### config.mk
export PLATFORM = sky130hd
export DESIGN_NAME = car_motion_controller
export DESIGN_NICKNAME = d
export VERILOG_FILES = /design/src/rtl/car_motion_controller.sv
export SDC_FILE = /design/constraint.sdc
export NUM_CORES = 1
export LEC_CHECK = 0
export ABC_CLOCK_PERIOD_IN_PS = 4300
export CORE_UTILIZATION = 35
export DETAILED_ROUTE_END_ITERATION = 8
export PLACE_DENSITY = 0.63
export REMOVE_ABC_BUFFERS = 1
export SLEW_MARGIN = 20
export SYNTH_ARGS = -nofsm -noshare
export SYNTH_HDL_FRONTEND = slang
export SYNTH_SLANG_ARGS = --single-unit
### constraint.sdc
create_clock -name CLK -period 4.3 [get_ports CLK]
set_clock_uncertainty 0.15 [all_clocks]
set_input_delay 0.86 -clock CLK [delete_from_list [all_inputs] [get_ports CLK]]
set_output_delay 0.86 -clock CLK [all_outputs]
set_load 0.01 [all_outputs]
### src/rtl/car_motion_controller.sv
`default_nettype none
// ============================================================================
// Module   : car_motion_controller
// Brief    : Moves eight lane cars once per video frame. Odd cars travel right
//            and even cars travel left, each wrapping around the visible line.
//            A player hit freezes all cars for a fixed number of frames, after
//            which every car is put back at its starting x.
// Revision : 1.0 - initial release
// ============================================================================
module car_motion_controller #(
    parameter int H_DISPLAY     = 640,
    parameter int V_DISPLAY     = 480,
    parameter int CAR_SPACING   = 80,
    parameter int FREEZE_FRAMES = 60
) (
    input  logic       CLK,
    input  logic       RST_N,
    input  logic [9:0] h_count,
    input  logic [9:0] v_count,
    input  logic       start,
    input  logic       hit,
    input  logic [1:0] level,
    output logic [9:0] car_x1,
    output logic [9:0] car_x2,
    output logic [9:0] car_x3,
    output logic [9:0] car_x4,
    output logic [9:0] car_x5,
    output logic [9:0] car_x6,
    output logic [9:0] car_x7,
    output logic [9:0] car_x8,
    output logic       frame_tick,
    output logic       running
);

    localparam int          NUM_CARS = 8;
    localparam int          CNT_W    = (FREEZE_FRAMES < 2) ? 1 : $clog2(FREEZE_FRAMES + 1);
    localparam logic [10:0] H_WRAP   = 11'(H_DISPLAY);
    localparam logic [9:0]  V_TICK   = 10'(V_DISPLAY);

    typedef enum logic [1:0] {
        IDLE   = 2'd0,
        RUN    = 2'd1,
        FROZEN = 2'd2
    } state_t;

    state_t             r_state;
    logic               r_tick_edge;
    logic [CNT_W-1:0]   r_freeze;
    logic [9:0]         r_pos  [NUM_CARS];
    logic [9:0]         w_next [NUM_CARS];
    logic               w_tick_cond;

    // Starting x of car index i (0-based): evenly spaced across the line.
    function automatic logic [9:0] init_x(input int i);
        return 10'(i * CAR_SPACING);
    endfunction

    assign w_tick_cond = (h_count == 10'd0) && (v_count == V_TICK);

    // Next position of every car, assuming a move happens this cycle.
    always_comb begin
        for (int i = 0; i < NUM_CARS; i++) begin
            logic [10:0] step;
            logic [10:0] x;
            logic [10:0] sum;
            step = 11'((i % 4) + 1) + 11'(level);
            x    = {1'b0, r_pos[i]};
            sum  = 11'd0;
            if ((i % 2) == 0) begin
                // Car numbers 1,3,5,7 move right.
                sum = x + step;
                if (sum >= H_WRAP) begin
                    sum = sum - H_WRAP;
                end
            end else begin
                // Car numbers 2,4,6,8 move left.
                if (x < step) begin
                    sum = x + H_WRAP - step;
                end else begin
                    sum = x - step;
                end
            end
            w_next[i] = sum[9:0];
        end
    end

    // Single-cycle frame pulse on the rising edge of the end-of-frame raster position.
    always_ff @(posedge CLK or negedge RST_N) begin
        if (!RST_N) begin
            r_tick_edge <= 1'b0;
            frame_tick  <= 1'b0;
        end else begin
            r_tick_edge <= w_tick_cond;
            frame_tick  <= w_tick_cond & ~r_tick_edge;
        end
    end

    // Motion state machine: position updates, freeze countdown and running flag.
    always_ff @(posedge CLK or negedge RST_N) begin
        if (!RST_N) begin
            r_state  <= IDLE;
            running  <= 1'b0;
            r_freeze <= '0;
            for (int i = 0; i < NUM_CARS; i++) begin
                r_pos[i] <= init_x(i);
            end
        end else begin
            case (r_state)
                IDLE: begin
                    if (start) begin
                        r_state <= RUN;
                        running <= 1'b1;
                    end
                end
                RUN: begin
                    // A hit wins over a coincident move cycle.
                    if (hit) begin
                        r_state  <= FROZEN;
                        running  <= 1'b0;
                        r_freeze <= CNT_W'(FREEZE_FRAMES);
                    end else if (frame_tick) begin
                        for (int i = 0; i < NUM_CARS; i++) begin
                            r_pos[i] <= w_next[i];
                        end
                    end
                end
                FROZEN: begin
                    if (frame_tick) begin
                        // Counter hitting zero restarts the lanes from scratch.
                        if (r_freeze <= CNT_W'(1)) begin
                            r_freeze <= '0;
                            r_state  <= RUN;
                            running  <= 1'b1;
                            for (int i = 0; i < NUM_CARS; i++) begin
                                r_pos[i] <= init_x(i);
                            end
                        end else begin
                            r_freeze <= r_freeze - CNT_W'(1);
                        end
                    end
                end
                default: begin
                    r_state <= IDLE;
                    running <= 1'b0;
                end
            endcase
        end
    end

    assign car_x1 = r_pos[0];
    assign car_x2 = r_pos[1];
    assign car_x3 = r_pos[2];
    assign car_x4 = r_pos[3];
    assign car_x5 = r_pos[4];
    assign car_x6 = r_pos[5];
    assign car_x7 = r_pos[6];
    assign car_x8 = r_pos[7];

endmodule
`default_nettype wire

==> results by group <==
Logic synthesis
  • Synth unique cells: between 60 and 70
  • Mean Syn Cell Area: around 8.7 µm²
  • Yosys reg bits: 91
  • YS warnings: 0
  • Post-synth EDFFs: 0
  • Synthesized area: ~0.0074 mm²
  • Ys async rst share: 100%
  • Ys flop type: dfrtp_1
  • Cells after Synth: 847
  • Seq/Total Area, Yosys: 31.3%

Routing
  • Routed vias/inst: 5.36
  • Initial DRC Count: 282
  • DRT antenna net count: 0
  • Total wire length: 19.3 mm
  • DRC: 0
  • DR WL/cell: 15.5 µm
  • Vias: 6682
  • Drt first pass iters: 4

STA
  • Slew @ Worst Pin: about 0.8 ns
  • Max Freq: ~0.25 GHz
  • Sum Neg Setup Slack: 0 ns
  • Count of final setup violators: 0
  • Final critical-path required period: 4.04 ns
  • Max_slew headroom: 45.9%
  • Fin. Hold Viols: 0
  • Fin crit share: 93.9%
  • RSZ-0062 raised after global routing: no
  • Hold_ws: 0.249 ns
  • Final Slew Violations: 0

Cells and area
  • Layout fillers: 2026
  • Area growth from synthesis to layout: 25.8%
  • Inserted Diodes: 0
  • Layout cells sized above 1: under 10%
  • Post-Layout Inst Area: ~0.0093 mm²
  • Layout Nets: 1087

CTS
  • Post-CTS Hold Buffers: 0
  • Reg clk slew, reported paths: roughly 0.070 ns
  • H-tree levels: 3
  • Num CTS Buffers: 9
  • Root buffer cell: clkbuf_16
  • CTS tree: built
  • Post-cts sizing count: 0
  • Clk buf depth: 2
  • Num Clock Sinks: 91
  • Worst-Skew Late Latency: 0.35 ns
  • Post-CTS setup buffer count: 0

Hold path
  • Hold path depth: 1
  • HP Start: r_tick_edge
  • Hold Path Class: flip-flop to flip-flop
  • Hold worst-path end: frame_tick

GRT
  • First-pass GRT wire length: ~32 mm
  • Initial antenna violation count: 0
  • GRT Overall Usage: 18.4%
  • Vias in the first global route: 6501
  • Pin count of the biggest net entering global routing: 58
  • Total gr overflow: 0

Die
  • Chip width: roughly 150 µm
  • I/O pin total: about 110
  • Die area: 0.0216 mm²
  • Initial core utilization: ~36%
  • Num rows: between 50 and 60
  • Core area: 0.0204 mm²
  • Chip height: 147 µm

Flow run
  • Max Cap Viol: 0

Power and ir drop
  • Clock network fraction of design power: 47.3%
  • Sequential Power Share: 43.4%
  • Gate power share: 9.4%
  • Sw Share: a little under a quarter
  • LEAKAGE: 0.00392 µW
  • Power Dens Cells: 225 mW/mm²
  • Internal power consumption: roughly 1600 µW
  • Switching pwr: 487 µW
  • Max VDD drop: roughly 0.16 mV

Setup path
  • Largest fanout on the critical path: 3
  • Arr. time, crit path: 4.17 ns
  • Worst r2r src: car_x5[0]
  • Worst Path Required: 4.43 ns
  • Critical path class: input pin to flip-flop
  • Reg2Reg Capture Point: car_x5[8]
  • Worst setup SP type: input pin
  • Reg2reg setup slack: approximately 1.2 ns
  • Worst Reg-to-Reg Cells: 13
  • Worst setup EP type: flip-flop

Placement
  • Final HPWL DP: 13.8 mm
  • GP Congestion: 0.845
  • Placed cell area: 0.00891 mm²
  • IO buf count: between 100 and 150

Status
  • Status: complete, no violations
==> synthesized netlist by cell type, types with 5 or more instances <==
master	n	area, µm²
o22ai_1	15	93.8
inv_1	82	308
nand2b_1	10	62.6
or3_1	6	37.5
and2_1	11	68.8
a21oi_1	65	325
nor2b_1	9	56.3
nor4_1	7	43.8
buf_2	9	45.0
o22a_1	5	43.8
o21bai_1	8	60.1
a31oi_1	17	106
nor2_1	52	195
o21ai_0	68	340
nand2_1	61	229
mux2i_1	9	90.1
fa_1	14	280
a21o_1	5	37.5
nand3_1	36	180
dfstp_2	20	526
ha_1	76	951
a211oi_1	6	45.0
xor2_1	21	184
nand4_1	13	81.3
nor3_1	15	75.1
dfrtp_1	71	1780
clkbuf_1	14	52.6
nor4b_1	5	43.8
and3_1	7	43.8
xnor2_1	21	184
a22o_1	20	175
o31ai_1	7	52.6
==> metrics by stage <==
step	setup WS, ns	util, %	std cells	total power, µW
after CTS	0.282	45.3	1246	2110
after global placement	-0.0284	43.6	1230	1110
final	0.261	45.3	1246	2080
after detailed placement	-0.0850	43.6	1230	1110
after global routing	0.0846	45.3	1246	2180
after floorplan	0.191	-	820	1020
==> critical path, cell delays in order <==
cell	delay (ns)
clkdlybuf4s50_1	0.54
inv_1	0.10
ha_1	0.33
fa_1	0.45
nor2b_1	0.17
o21ai_1	0.17
a21oi_1	0.12
nand3_1	0.11
xor2_1	0.09
ha_1	0.20
or4_1	0.49
o211ai_1	0.16
a31oi_4	0.07
mux2i_1	0.14
o22a_1	0.18
==> cell families after synthesis <==
| group | after synthesis | synth area share, % |
|---|---|---|
| fa+ha+maj | 90 | 16.7 |
| xor+xnor | 42 | 4.99 |
| buf+inv | 109 | 5.91 |
| compound gates | 253 | 21.9 |
| simple gates | 253 | 18.0 |
| mux | 9 | 1.22 |
| flops | 91 | 31.3 |
==> power by group through the flow <==
stage               sequential (µW)  clock, µW  combinational (µW)
finish                          903        984                 195
global route                    905       1050                 223
CTS                             902       1010                 198
detailed placement              917          0                 197
global placement                917          0                 193
floorplan                       914          0                 107
==> worst max path at each step <==
stage / start / end / slack (ns) / cells past startpoint
after floorplan: level[1] / car_x5[8] / 0.19 / 14
after global placement: level[1] / car_x5[8] / -0.03 / 15
after detailed placement: level[1] / car_x5[8] / -0.09 / 15
after CTS: level[1] / car_x5[8] / 0.28 / 15
after global routing: level[1] / car_x7[7] / 0.08 / 16
final: level[1] / car_x5[8] / 0.26 / 15
==> layout by cell type (no fill, tap or decap), types with 17 or more instances in the layout <==
master,Yosys,layout
inv_1,82,82
dfstp_2,20,20
nand2_1,61,61
xnor2_1,21,21
dfrtp_1,71,71
nand3_1,36,35
o21ai_0,68,68
xor2_1,21,21
a31oi_1,17,17
nor2_1,52,51
buf_4,0,34
ha_1,76,76
clkdlybuf4s50_1,0,106
a22o_1,20,20
a21oi_1,65,65
==> routing by layer <==
metal | global-route usage [%] | vias to the layer above | wire (µm)
met5 | 0 | - | 0
met4 | 4.23 | 0 | 236
met3 | 4.13 | 19 | 1100
met1 | 24.1 | 3220 | 8790
met2 | 30.8 | 147 | 9140
li1 | - | 3296 | -
==> state kept, by name, indices dropped and copies added, names as in the netlist <==
| register | count |
|---|---|
| car_x1 | 10 |
| r_tick_edge | 1 |
| running | 1 |
| car_x7 | 10 |
| r_freeze | 6 |
| car_x8 | 10 |
| car_x3 | 10 |
| car_x4 | 10 |
| car_x2 | 10 |
| frame_tick | 1 |
| car_x5 | 10 |
| r_state | 2 |
| car_x6 | 10 |
==> layout make-up <==
class                      instances  area (µm²)  area share [%]
multi-input combinational        647        4640            50.1
sequential                        91        2300            24.9
timing repair buffer             140        1320            14.2
tap                              270         338            3.65
inverter                          82         308            3.32
clock buffer                      11         233            2.51
clock inverter                     5         125            1.35
Note: power is estimated with default switching activity, not from simulation.
